$ cat config.mk
export PLATFORM = sky130hd
export DESIGN_NAME = mem_bus_arbiter
export DESIGN_NICKNAME = d
export VERILOG_FILES = /design/src/rtl/mem_bus_arbiter.sv
export SDC_FILE = /design/constraint.sdc
export NUM_CORES = 1
export LEC_CHECK = 0
export BUFFER_PORTS_ARGS = -buffer_cell sky130_fd_sc_hd__buf_2
export CAP_MARGIN = 20
export CORE_MARGIN = 8
export CORE_UTILIZATION = 44
export CTS_CLUSTER_SIZE = 12
export DETAILED_ROUTE_END_ITERATION = 6
export GPL_ROUTABILITY_DRIVEN = 1
export PLACE_DENSITY = 0.84
export SLEW_MARGIN = 20
export SYNTH_ARGS = -nofsm -noshare
export SYNTH_HDL_FRONTEND = slang
export SYNTH_SLANG_ARGS = --single-unit
$ cat constraint.sdc
create_clock -name clk -period 8.8 [get_ports clk]
set_input_delay 2.64 -clock clk [delete_from_list [all_inputs] [get_ports clk]]
set_output_delay 2.64 -clock clk [all_outputs]
set_load 0.01 [all_outputs]
$ cat src/rtl/mem_bus_arbiter.sv
// Two-master arbiter for the shared memory port: fetch (m0) vs load/store (m1).
// One outstanding transaction, registered slave request, streak limit and completion timeout.
module mem_bus_arbiter #(
  parameter int unsigned ADDR_W     = 32,
  parameter int unsigned DATA_W     = 32,
  parameter int unsigned MAX_STREAK = 4,
  parameter int unsigned TIMEOUT    = 255
) (
  input  logic                clk,
  input  logic                reset,
  input  logic                m0_req,
  input  logic [ADDR_W-1:0]   m0_addr,
  output logic                m0_gnt,
  output logic                m0_rvalid,
  output logic [DATA_W-1:0]   m0_rdata,
  output logic                m0_err,
  input  logic                m1_req,
  input  logic [ADDR_W-1:0]   m1_addr,
  input  logic                m1_we,
  input  logic [DATA_W-1:0]   m1_wdata,
  input  logic [DATA_W/8-1:0] m1_wstrb,
  output logic                m1_gnt,
  output logic                m1_rvalid,
  output logic [DATA_W-1:0]   m1_rdata,
  output logic                m1_err,
  output logic                s_req,
  output logic [ADDR_W-1:0]   s_addr,
  output logic                s_we,
  output logic [DATA_W-1:0]   s_wdata,
  output logic [DATA_W/8-1:0] s_wstrb,
  input  logic                s_gnt,
  input  logic                s_rvalid,
  input  logic [DATA_W-1:0]   s_rdata
);

  localparam int unsigned SW = (MAX_STREAK > 0) ? $clog2(MAX_STREAK + 1) : 1;
  localparam int unsigned TW = (TIMEOUT > 1) ? $clog2(TIMEOUT) : 1;
  localparam logic [SW-1:0] STREAK_MAX = SW'(MAX_STREAK);
  localparam logic [TW-1:0] TIMER_LAST = TW'((TIMEOUT > 0) ? TIMEOUT - 1 : 0);
  localparam bit            TO_EN      = (TIMEOUT != 0);

  typedef enum logic [1:0] {IDLE, ISSUE, WAIT} state_e;

  state_e                state_q, state_d;
  logic                  owner_q, owner_d;   // 1 = m1 owns the outstanding transaction
  logic [SW-1:0]         streak_q, streak_d;
  logic [TW-1:0]         timer_q, timer_d;
  logic                  s_req_q, s_req_d;
  logic [ADDR_W-1:0]     s_addr_q, s_addr_d;
  logic                  s_we_q, s_we_d;
  logic [DATA_W-1:0]     s_wdata_q, s_wdata_d;
  logic [DATA_W/8-1:0]   s_wstrb_q, s_wstrb_d;
  logic                  rv0_q, rv0_d, rv1_q, rv1_d;
  logic                  err0_q, err0_d, err1_q, err1_d;
  logic [DATA_W-1:0]     rdata0_q, rdata0_d, rdata1_q, rdata1_d;

  logic                  win0, win1, gnt0, gnt1;
  logic                  done, done_err;
  logic [DATA_W-1:0]     done_data;

  always_ff @(posedge clk or posedge reset) begin
    if (reset) begin
      state_q   <= IDLE;
      owner_q   <= 1'b0;
      streak_q  <= '0;
      timer_q   <= '0;
      s_req_q   <= 1'b0;
      s_addr_q  <= '0;
      s_we_q    <= 1'b0;
      s_wdata_q <= '0;
      s_wstrb_q <= '0;
      rv0_q     <= 1'b0;
      rv1_q     <= 1'b0;
      err0_q    <= 1'b0;
      err1_q    <= 1'b0;
      rdata0_q  <= '0;
      rdata1_q  <= '0;
    end else begin
      state_q   <= state_d;
      owner_q   <= owner_d;
      streak_q  <= streak_d;
      timer_q   <= timer_d;
      s_req_q   <= s_req_d;
      s_addr_q  <= s_addr_d;
      s_we_q    <= s_we_d;
      s_wdata_q <= s_wdata_d;
      s_wstrb_q <= s_wstrb_d;
      rv0_q     <= rv0_d;
      rv1_q     <= rv1_d;
      err0_q    <= err0_d;
      err1_q    <= err1_d;
      rdata0_q  <= rdata0_d;
      rdata1_q  <= rdata1_d;
    end
  end

  always_comb begin
    state_d   = state_q;
    owner_d   = owner_q;
    streak_d  = streak_q;
    timer_d   = timer_q;
    s_req_d   = s_req_q;
    s_addr_d  = s_addr_q;
    s_we_d    = s_we_q;
    s_wdata_d = s_wdata_q;
    s_wstrb_d = s_wstrb_q;
    rdata0_d  = rdata0_q;
    rdata1_d  = rdata1_q;
    rv0_d     = 1'b0;
    rv1_d     = 1'b0;
    err0_d    = 1'b0;
    err1_d    = 1'b0;
    win0      = 1'b0;
    win1      = 1'b0;
    gnt0      = 1'b0;
    gnt1      = 1'b0;
    done      = 1'b0;
    done_err  = 1'b0;
    done_data = '0;

    unique case (state_q)
      IDLE: begin
        win1 = m1_req && !(m0_req && (streak_q == STREAK_MAX));
        win0 = m0_req && !win1;
        if (win1) begin
          gnt1      = 1'b1;
          owner_d   = 1'b1;
          s_addr_d  = m1_addr;
          s_we_d    = m1_we;
          s_wdata_d = m1_wdata;
          s_wstrb_d = m1_wstrb;
          s_req_d   = 1'b1;
          state_d   = ISSUE;
          // m1 only beats a waiting m0 below the limit, so +1 never overshoots
          streak_d  = m0_req ? streak_q + SW'(1) : '0;
        end else if (win0) begin
          gnt0      = 1'b1;
          owner_d   = 1'b0;
          s_addr_d  = m0_addr;
          s_we_d    = 1'b0;
          s_wdata_d = '0;
          s_wstrb_d = '0;
          s_req_d   = 1'b1;
          state_d   = ISSUE;
          streak_d  = '0;
        end
      end
      ISSUE: begin
        if (s_gnt) begin
          s_req_d = 1'b0;
          timer_d = '0;
          state_d = WAIT;
        end
      end
      WAIT: begin
        if (s_rvalid) begin
          done      = 1'b1;
          done_data = s_rdata;
        end else if (TO_EN && (timer_q == TIMER_LAST)) begin
          done      = 1'b1;
          done_err  = 1'b1;
          done_data = '1;
        end else begin
          timer_d = timer_q + TW'(1);
        end
      end
      default: state_d = IDLE;
    endcase

    if (done) begin
      state_d = IDLE;
      if (owner_q) begin
        rv1_d    = 1'b1;
        err1_d   = done_err;
        rdata1_d = done_data;
      end else begin
        rv0_d    = 1'b1;
        err0_d   = done_err;
        rdata0_d = done_data;
      end
    end
  end

  assign m0_gnt    = gnt0 & ~reset;
  assign m1_gnt    = gnt1 & ~reset;
  assign m0_rvalid = rv0_q;
  assign m1_rvalid = rv1_q;
  assign m0_rdata  = rdata0_q;
  assign m1_rdata  = rdata1_q;
  assign m0_err    = err0_q;
  assign m1_err    = err1_q;
  assign s_req     = s_req_q;
  assign s_addr    = s_addr_q;
  assign s_we      = s_we_q;
  assign s_wdata   = s_wdata_q;
  assign s_wstrb   = s_wstrb_q;

endmodule

Word level (Yosys, flattened, before mapping)
Index checks and enable logic that the tools add are counted.
- bits in registers: 152
- output and inout port bits: 140
- logic and storage cells: 93
- $add $sub $neg: 2
- equality and inequality tests: 11
- muxes and demuxes: 46
- bitwise gates (word level): 4
- reductions and logical operators: 15
- operator list (operator ; count):
    32-bit two-way mux ; 7
    1-bit two-way mux ; 24
    8-bit two-way mux ; 3
    8-bit one-hot mux with 2 select lines ; 1
    3-bit two-way mux ; 3
    8-bit by 1-bit adder with 8-bit output, second input constant ; 1
    8-bit == test, second input constant ; 1
    2-bit two-way mux ; 4
    4-bit two-way mux ; 2
    2-bit inequality test, second input constant ; 4
    3-bit inequality test, second input constant ; 2
    2-bit one-hot mux with 3 select lines ; 1
    2-bit AND reduction ; 3
    3-bit AND reduction ; 2
    2-bit nonzero test ; 3
    4-bit inequality test, second input constant ; 1
    4-bit AND reduction ; 1
    3-bit by 1-bit adder with 3-bit output, second input constant ; 1
    3-bit == test, second input constant ; 1
    1-bit logical AND ; 3
    1-bit bitwise AND ; 2
    2-bit by 1-bit == test with 1-bit output, second input constant ; 1
    2-bit == test, second input constant ; 1
    1-bit zero test ; 2
    3 further kinds ; 4

Depth between registers and ports, before layout
Gate-level depths: netlist (run 1).
- word-level depth: 10
- gate-level depth with buffers: 7
- gate-level depth less buffers: 5

Worst setup path before layout (run 1)
Ideal clock, no wire load.
- path kind: input-to-output
- start point: in reset
- end point: out m1_gnt
- data arrival time: 6251 ps
- path slack: -91 ps
- stages on the path: 2
- buffers on the path: 0
- cell sequence: inv_1 > and2_1
- cells in the longest elaborated chain, start to end: 2
- ends and longest elaborated chain (item ; line ; source):
    start, declared ; 10 ; input logic reset,
    1-bit inverter ; 185 ; assign m1_gnt = gnt1 & ~reset;
    1-bit bitwise AND ; 185 ;
    end, declared ; 22 ; output logic m1_gnt,
Every way passes these cells.

Worst setup path after layout (run 1)
- start point: in m1_req
- end point: out m0_gnt
- cells in the longest elaborated chain, start to end: 7
- ends and longest elaborated chain (item ; line ; source):
    start, declared ; 17 ; input logic m1_req,
    1-bit logical AND (*) ; 123 ; win1 = m1_req && !(m0_req && (streak_q == STREAK_MAX));
    1-bit zero test ; 124 ; win0 = m0_req && !win1;
    1-bit logical AND ; 124 ;
    1-bit two-way mux ; 136 ; end else if (win0) begin
    1-bit two-way mux (*) ; 125 ; if (win1) begin
    1-bit two-way mux (*) ; 121 ; unique case (state_q)
    1-bit bitwise AND (*) ; 184 ; assign m0_gnt = gnt0 & ~reset;
    end, declared ; 13 ; output logic m0_gnt,
Mark *: on every way between the ends. The rest lies on a longest branch, timed or not.

==> results of run 1 <==
-- layer usage --
layer | vias to the layer above | part of all wire | GRT usage
met5 | - | 0.00038 | 0
met4 | 2 | 0.017 | 0.0730
met3 | 23 | 0.097 | 0.0733
met2 | 293 | 0.49 | 0.343
met1 | 2999 | 0.39 | 0.247
li1 | 2851 | - | -
-- registers in the layout, indices dropped and copies added (netlist names), 2 cells and up --
name and count:
s_wstrb 4, m1_rdata 32, timer_q 8, s_addr 32
m0_rdata 32, streak_q 3, s_wdata 32, state_q 2
-- area by class of cell --
type                    count  share of cell area
flip-flops and latches    152               0.424
multi-input cells         335               0.270
repair buffers            291               0.167
clock buffers              18              0.0490
inverters                 101              0.0427
well taps                 216              0.0302
clock inverters            14              0.0173
diodes                      1            0.000279
-- report_power, final --
| group | internal, mW | switching [mW] |
|---|---|---|
| Combinational | 0.511 | 0.673 |
| Sequential | 0.948 | 0.177 |
| Clock | 0.412 | 0.317 |
| Total | 1.87 | 1.17 |
-- worst paths after layout --
path,depth (start not counted),startpoint,end
setup / recovery,5,m1_req,m0_gnt
hold / removal,1,s_wdata[8],s_wdata[8]
max in group asynchronous,4,reset,m1_rdata[7]
hold reg to reg,1,s_wdata[8],s_wdata[8]
min in group asynchronous,3,reset,s_wdata[6]
setup reg to reg,5,state_q[0],s_wdata[16]
-- through the flow --
step / instances / worst slack, ns / util / hold WS [ns]
finish: 1128 / 2.02 / 0.575 / 0.500
floorplan: 646 / 0.849 / - / 0.472
CTS: 1127 / 2.03 / 0.574 / 0.503
global placement: 1095 / 2.05 / 0.536 / 0.458
global route: 1128 / 1.91 / 0.575 / 0.516
detailed placement: 1095 / 2.04 / 0.536 / 0.487
-- cell usage in the layout, fill, tap and decap left out, types with 17 or more instances in the layout --
master | synthesis | routed
dfrtp_1 | 152 | 152
a21oi_1 | 66 | 65
o221ai_2 | 28 | 28
o22ai_1 | 64 | 64
buf_2 | 23 | 278
nand3_1 | 36 | 36
inv_1 | 101 | 100
a22o_1 | 38 | 38
nand4_1 | 36 | 36
clkbuf_16 | 0 | 17
-- cell families after synthesis --
logic type,count (synthesis)
AO/OA/AOI/OAI,210
buffers and inverters,159
flip-flops,152
AND/OR/NAND/NOR,114
multiplexers,7
adder cells (fa/ha/maj),4
==> metrics, run 1 <==
top_reg_cell synth dfrtp_1; Setup Buffers After CTS 0; Min-Delay Path Class flop to flop; htree depth 4; fmax 147 MHz; WP data required 6.16 ns; post-synthesis sequential area ratio 0.551; kind of critical path input pin to output pin; GPL Wtd Cong 0.833; Via density 5.47; Slew headroom 0.410; Root Driver clkbuf_16; Design Power 3.04 mW; DRT iter0 DRCs 371; Yosys reg bits 152; post-synthesis adder-cell area fraction 0.00724; CP endpoint kind output pin; Post-synth EDFFs 0; CP startpoint kind input pin; Bufs on Longest Clock Path 2; Core Region 15,600 µm²; Worst Path Arrival 4.14 ns; mean post-synth cell area 10.7 µm²; post-CTS sizing 0; max-slew violation count 0; CTS tree done; Cells after Synth 646; most frequent cells after synthesis 152 x dfrtp_1, 101 x inv_1, 66 x a21oi_1; initial antenna violation count 2; post-layout min period 6.78 ns; total gr overflow 0; Starting Density 0.443; MaxCap Viol Count 0; CP bufs+invs 3; Hold Buf Count CTS 0; # setup viols final 0; total routed wirelength 20,800 µm; layout cell share with drive strength beyond 1 0.395; nets 1,041; CP dominant cell by count buf_2; peak supply drop 0.164 mV; std cell rows 46; main combinational cell family by area after synthesis compound AO/OA/AOI/OAI gates; Worst path top cell family by delay buffers and inverters; async set-reset flop share out of synthesis 1.00; mapped cell area 6910 µm²; dpl hpwl 15,100 µm; first-pass GRT wire length 33,100 µm; post-synthesis xor/xnor area fraction 0; Synth Area in Compound Gates 0.232; period utilisation layout 0.771; Die Width 141 µm; FF+latch area 3800 µm²; Synth area leaders dfrtp_1 55%, o221ai_2 6.1%, o22ai_1 5.8%; full die area 20,000 µm²; area leader, netlist dfrtp_1; drt wl/cell 18.5 µm; leak pwr 4.49 nW; post-synthesis cell type count 42; Area Growth Syn to Fin 29.7%; number of buffers created by CTS 17; Ys Warns 0; power density over the cells 339 nW/µm²; vias in the first global route 6,408; Worst path max stage delay 0.51 ns; largest net degree at the start of global routing 86; CTS Sinks 152; RSZ-0062 raised after global routing no; outcome finished clean; Setup TNS 0 ns; Reg clk slew, reported paths 0.07 ns; final antenna-violating net count 0; r2r setup slk 6.52 ns; Max FO, Critical Path 37; Die Ht 141 µm; Post-Syn Nets 789; Worst-Margin Slew 0.885 ns; placed cell area 8360 µm²; Filler cells 1,330; Final Instance Area 8960 µm²; worst-path cell chain buf_2, and2_2, buf_4, nor3_1, buf_2; DRC Markers 0; Ports 279; Multi-input gate area 2420 µm²; clk_skew 0.00774 ns; All-Layer GR Usage 0.208; Crit-path slowest cell buf_2; post-synthesis simple-gate area fraction 0.0971; DR vias 6,168; clock latency on the worst-skew pair 0.41 ns; # port buffers 278; drt first pass iters 5; endpoints failing hold 0; top-area cell type share of the netlist area 0.551; count leader, synth dfrtp_1; multiplexer area fraction after synthesis 0.0101
No activity file was read; power rests on OpenSTA's default activity.
==> run 2: changes to the inputs <==
- CORE_UTILIZATION: 44 -> 49
- PLACE_DENSITY: 0.84 -> 0.88
- clock period: 8.8 -> 6.79 ns (I/O delays scaled with it)
==> run 2 against run 1 <==
Against the previous run: highest routed layer is now met4; first-iteration DRC count down 14%; clock-buffer cell count up 1; sequential power up 31%.
==> metrics, run 2 (synthesis gave the netlist of run 1 again) <==
period utilisation layout 0.760; number of buffers created by CTS 17 (unchanged); fmax 194 MHz; antenna cells 0 (-1); total routed wirelength 20,700 µm (-0.64%); first-pass GRT wire length 33,000 µm (-0.29%); vias in the first global route 6,329 (-1.2%); kind of critical path input pin to output pin; outcome finished clean; min setup slack post-route 1.63 ns (-0.390 ns); CP endpoint kind output pin; Slew headroom 0.476 (+0.0656); DRT iter0 DRCs 320 (-14%); Core Region 13,800 µm² (-11%); leak pwr 4.50 nW (+0.20%); # port buffers 278 (unchanged); Die Width 135 µm (-4.6%); WP data required 4.75 ns (-1.41 ns); Root Driver clkbuf_16; CP startpoint kind input pin; Ports 279 (unchanged); Filler cells 1,053 (-21%); DRC Markers 0 (unchanged); power density over the cells 447 nW/µm² (+32%); Bufs on Longest Clock Path 2 (unchanged); max-slew violation count 0 (unchanged); nets 1,042 (+0.096%); std cell rows 43 (-6.5%); Setup Buffers After CTS 0 (unchanged); dpl hpwl 15,000 µm (-0.53%); most frequent cells in the layout 278 x buf_2, 152 x dfrtp_1, 100 x inv_1; endpoints failing hold 0 (unchanged); Starting Density 0.500 (+0.0567); full die area 18,200 µm² (-9.1%); clk_skew 0.0105 ns (+0.00274 ns); commonest non-fill, non-tap cell in the layout buf_2; post-CTS sizing 0 (unchanged); clock latency on the worst-skew pair 0.41 ns (about the same); Multi-input gate area 2420 µm² (unchanged); peak supply drop 0.213 mV (+30%); htree depth 4 (unchanged); drt wl/cell 18.9 µm (+2.6%); Worst-Margin Slew 0.787 ns (-0.0983 ns); Setup TNS 0 ns (unchanged); Max FO, Critical Path 28 (-24%); Die Ht 135 µm (-4.6%); layout cell share with drive strength beyond 1 0.396 (+0.000663); # setup viols final 0 (unchanged); largest net degree at the start of global routing 71 (-17%); Via density 5.61 (+2.7%); CTS tree done; DR vias 6,130 (-0.62%); Min-Delay Path Class flop to flop; All-Layer GR Usage 0.227 (+0.0197); GPL Wtd Cong 0.808 (-2.9%); post-layout min period 5.16 ns; pre-CTS setup slack 1.57 ns (-0.468 ns); Hold Buf Count CTS 0 (unchanged); drt first pass iters 4 (-1); final antenna-violating net count 0 (unchanged); CTS Sinks 152 (unchanged); total gr overflow 0 (unchanged); Reg clk slew, reported paths 0.06 ns (about the same); Area Growth Syn to Fin 29.8% (about the same); Worst Path Arrival 3.12 ns (-1.02 ns); MaxCap Viol Count 0 (unchanged); FF+latch area 3800 µm² (unchanged); initial antenna violation count 0 (-2); RSZ-0062 raised after global routing no
run 2: cell count changes in the layout (fill, tap and decap cells not counted), sizes merged:
cell      delta
buf          +1
bufinv       +3
clkbuf       +1
clkinv       -2
clkinvlp     +4
diode        -1
inv          -6
run 2: area by class of cell:
| cell class | count | share of cell area |
|---|---|---|
| Clock inverter | 13 | 0.0212 |
| Tap cell | 180 | 0.0251 |
| Inverter | 101 | 0.0427 |
| Sequential cell | 152 | 0.424 |
| Timing Repair Buffer | 292 | 0.167 |
| Multi-Input combinational cell | 335 | 0.270 |
| Clock buffer | 19 | 0.0505 |
run 2: final timing paths:
check	startpoint	cells after the start	endpoint	slack, ns
setup reg to reg	state_q[0]	5	s_wdata[10]	4.61
hold / removal	s_wdata[7]	1	s_wdata[7]	0.50
hold reg to reg	s_wdata[7]	1	s_wdata[7]	0.50
min in group asynchronous	reset	2	s_addr[12]	1.70
setup / recovery	reset	4	m1_gnt	1.63
max in group asynchronous	reset	3	m0_rdata[24]	3.91
run 2: per-layer routing:
metal	up-vias	GRT usage	routed length, µm
li1	2855	-	-
met1	2921	0.268	7820
met2	323	0.372	10000
met3	31	0.0788	2280
met4	0	0.0948	571
met5	-	0	0
run 2: per-stage QoR:
step | util | power [mW] | std cells | hold WS [ns] | instance area (µm²)
finish | 0.649 | 4.01 | 1092 | 0.500 | 8970
global route | 0.649 | 4.26 | 1092 | 0.512 | 8970
CTS | 0.649 | 4.04 | 1092 | 0.504 | 8970
detailed placement | 0.602 | 3.01 | 1060 | 0.486 | 8330
global placement | 0.602 | 2.95 | 1060 | 0.463 | 8330
floorplan | - | 2.46 | 646 | 0.472 | 6910
run 2: critical path, stage by stage:
cell and delay, ns:
buf_2 0.11, clkinvlp_4 0.49, and2_1 0.33, buf_2 0.15
run 2: where the power goes:
part | internal (mW) | switching (mW) | leakage, nW
combinational | 0.661 | 0.869 | 2.20
clock | 0.638 | 0.375 | 0.303
sequential | 1.23 | 0.236 | 1.99
total | 2.53 | 1.48 | 4.50
==> run 3: changes to the inputs <==
- CORE_UTILIZATION: 49 -> 44
- PLACE_DENSITY: 0.88 -> 0.84
- clock period: 6.79 -> 4.31 ns (I/O delays scaled with it)
==> run 3 against run 2 <==
Against the previous run: first-iteration DRC count up 8.1%; cell count increased by 3.5%; routed wire length down 0.26%; critical path depth rose by 1; non-clock buffer count is 1 higher; clock power up 42%.
==> metrics, run 3 (synthesis gave the netlist of run 1 again) <==
CTS Sinks 152 (unchanged); Reg clk slew, reported paths 0.06 ns (about the same); Worst-Margin Slew 0.917 ns (+0.131 ns); Hold Crit Depth 2 (+1); worst-path cell chain buf_2, nand3_1, and2_2, nor3_1, buf_2; nets 1,043 (+0.096%); first-pass GRT wire length 32,900 µm (-0.33%); MaxCap Viol Count 0 (unchanged); drt wl/cell 18.3 µm (-3.6%); endpoints failing hold 0 (unchanged); Die Ht 141 µm (+4.9%); r2r setup slk 1.85 ns (-2.76 ns); Setup Buffers After CTS 0 (unchanged); initial antenna violation count 0 (unchanged); Slew headroom 0.388 (-0.0872); largest net degree at the start of global routing 74 (+4.2%); Ports 279 (unchanged); htree depth 4 (unchanged); Reg-to-Reg End s_addr[27]; Worst path max stage delay 0.29 ns (-0.20 ns); CP dominant cell by count buf_2; Min-Delay Startpoint s_req; Multi-input gate area 2420 µm² (unchanged); power density over the cells 684 nW/µm² (+53%); Starting Density 0.443 (-0.0567); total gr overflow 0 (unchanged); worst hold endpoint s_req; Final Instance Area 8950 µm² (-0.25%); kind of critical path input pin to output pin; Worst Path Arrival 2.28 ns (-0.84 ns); final antenna-violating net count 0 (unchanged); Max FO, Critical Path 8 (-71%); worst r2r src state_q[0]; drt first pass iters 4 (unchanged); DR vias 6,173 (+0.70%); DRT iter0 DRCs 346 (+8.1%); Bufs on Longest Clock Path 2 (unchanged); total routed wirelength 20,600 µm (-0.26%); max-slew violation count 0 (unchanged); Design Power 6.12 mW (+53%); WP data required 3.02 ns (-1.73 ns); placed cell area 8380 µm² (+0.63%); RSZ-0062 raised after global routing no; layout cell share with drive strength beyond 1 0.395 (-0.000434); period utilisation layout 0.830; dpl hpwl 14,800 µm (-1.3%); most frequent cells in the layout 278 x buf_2, 152 x dfrtp_1, 100 x inv_1; Util after Layout 0.574 (-0.0751); post-layout min period 3.58 ns; post-CTS sizing 0 (unchanged); Hold Buf Count CTS 0 (unchanged); Min-Delay Path Class flop to flop; # setup viols final 0 (unchanged); vias in the first global route 6,342 (+0.21%); Via density 5.46 (-2.7%); CTS tree done; Crit-path slowest cell and2_2; CP endpoint kind output pin; peak supply drop 0.437 mV (+100%); Filler cells 1,336 (+27%); Reg2Reg Depth 4 (-1); FF+latch area 3800 µm² (unchanged); Area Growth Syn to Fin 29.5%; outcome finished clean; DRC Markers 0 (unchanged); std cell rows 46 (+7.0%); fmax 280 MHz; All-Layer GR Usage 0.207 (-0.0200); Root Driver clkbuf_16; Core Region 15,600 µm² (+13%); commonest non-fill, non-tap cell in the layout buf_2; clk_skew 0.0105 ns (+0.0000376 ns); # port buffers 278 (unchanged); full die area 20,000 µm² (+10%); GPL Wtd Cong 0.818 (+1.2%); leak pwr 4.46 nW (-0.79%); clock latency on the worst-skew pair 0.42 ns (about the same); Die Width 141 µm (+4.9%); CP startpoint kind input pin; number of buffers created by CTS 17 (unchanged)
## run 3: how the worst max path moves through the flow
stage | start | end | slack, ns | cells after the start
6_report | m0_req | m0_gnt | 0.73 | 5
3_3_place_gp | m0_req | m1_gnt | 0.75 | 5
5_1_grt | m0_req | m0_gnt | 0.63 | 5
3_5_place_dp | m0_req | m1_gnt | 0.73 | 5
4_1_cts | m0_req | m0_gnt | 0.72 | 5
2_1_floorplan | reset | m1_gnt | -0.95 | 2
## run 3: metrics by stage
stage	setup slack (ns)	hold WS (ns)	instances	setup TNS, ns
after floorplan	-0.947	0.472	646	-0.947
after global placement	0.751	0.465	1097	0
after detailed placement	0.732	0.482	1097	0
after CTS	0.717	0.496	1129	0
after global routing	0.632	0.522	1129	0
final	0.734	0.490	1130	0
## run 3: cell type report
| type | count | share of cell area |
|---|---|---|
| antenna | 1 | 0.000280 |
| clock buffer | 18 | 0.0480 |
| clock inverter | 14 | 0.0152 |
| inverter | 101 | 0.0428 |
| multi-input combinational | 335 | 0.270 |
| sequential | 152 | 0.425 |
| tap | 216 | 0.0302 |
| timing repair buffer | 293 | 0.168 |
## run 3: worst max-delay path: cells and delay by family
kind                   cells  cell delay (ns)
buffers and inverters      2             0.31
and+or+nand+nor            3             0.69
## run 3: power breakdown
group / internal, mW / switching, mW
sequential: 1.93 / 0.356
clock: 0.807 / 0.622
combinational: 1.04 / 1.36
## run 3: metal layers
layer  share of wire  routed length [µm]  vias up  global-route usage
met1            0.38                7920     2967               0.241
met3            0.11                2260       36              0.0837
met2            0.48                9990      314               0.336
met5               0                   0        -                   0
met4           0.023                 467        0              0.0837
li1                -                   -     2856                   -
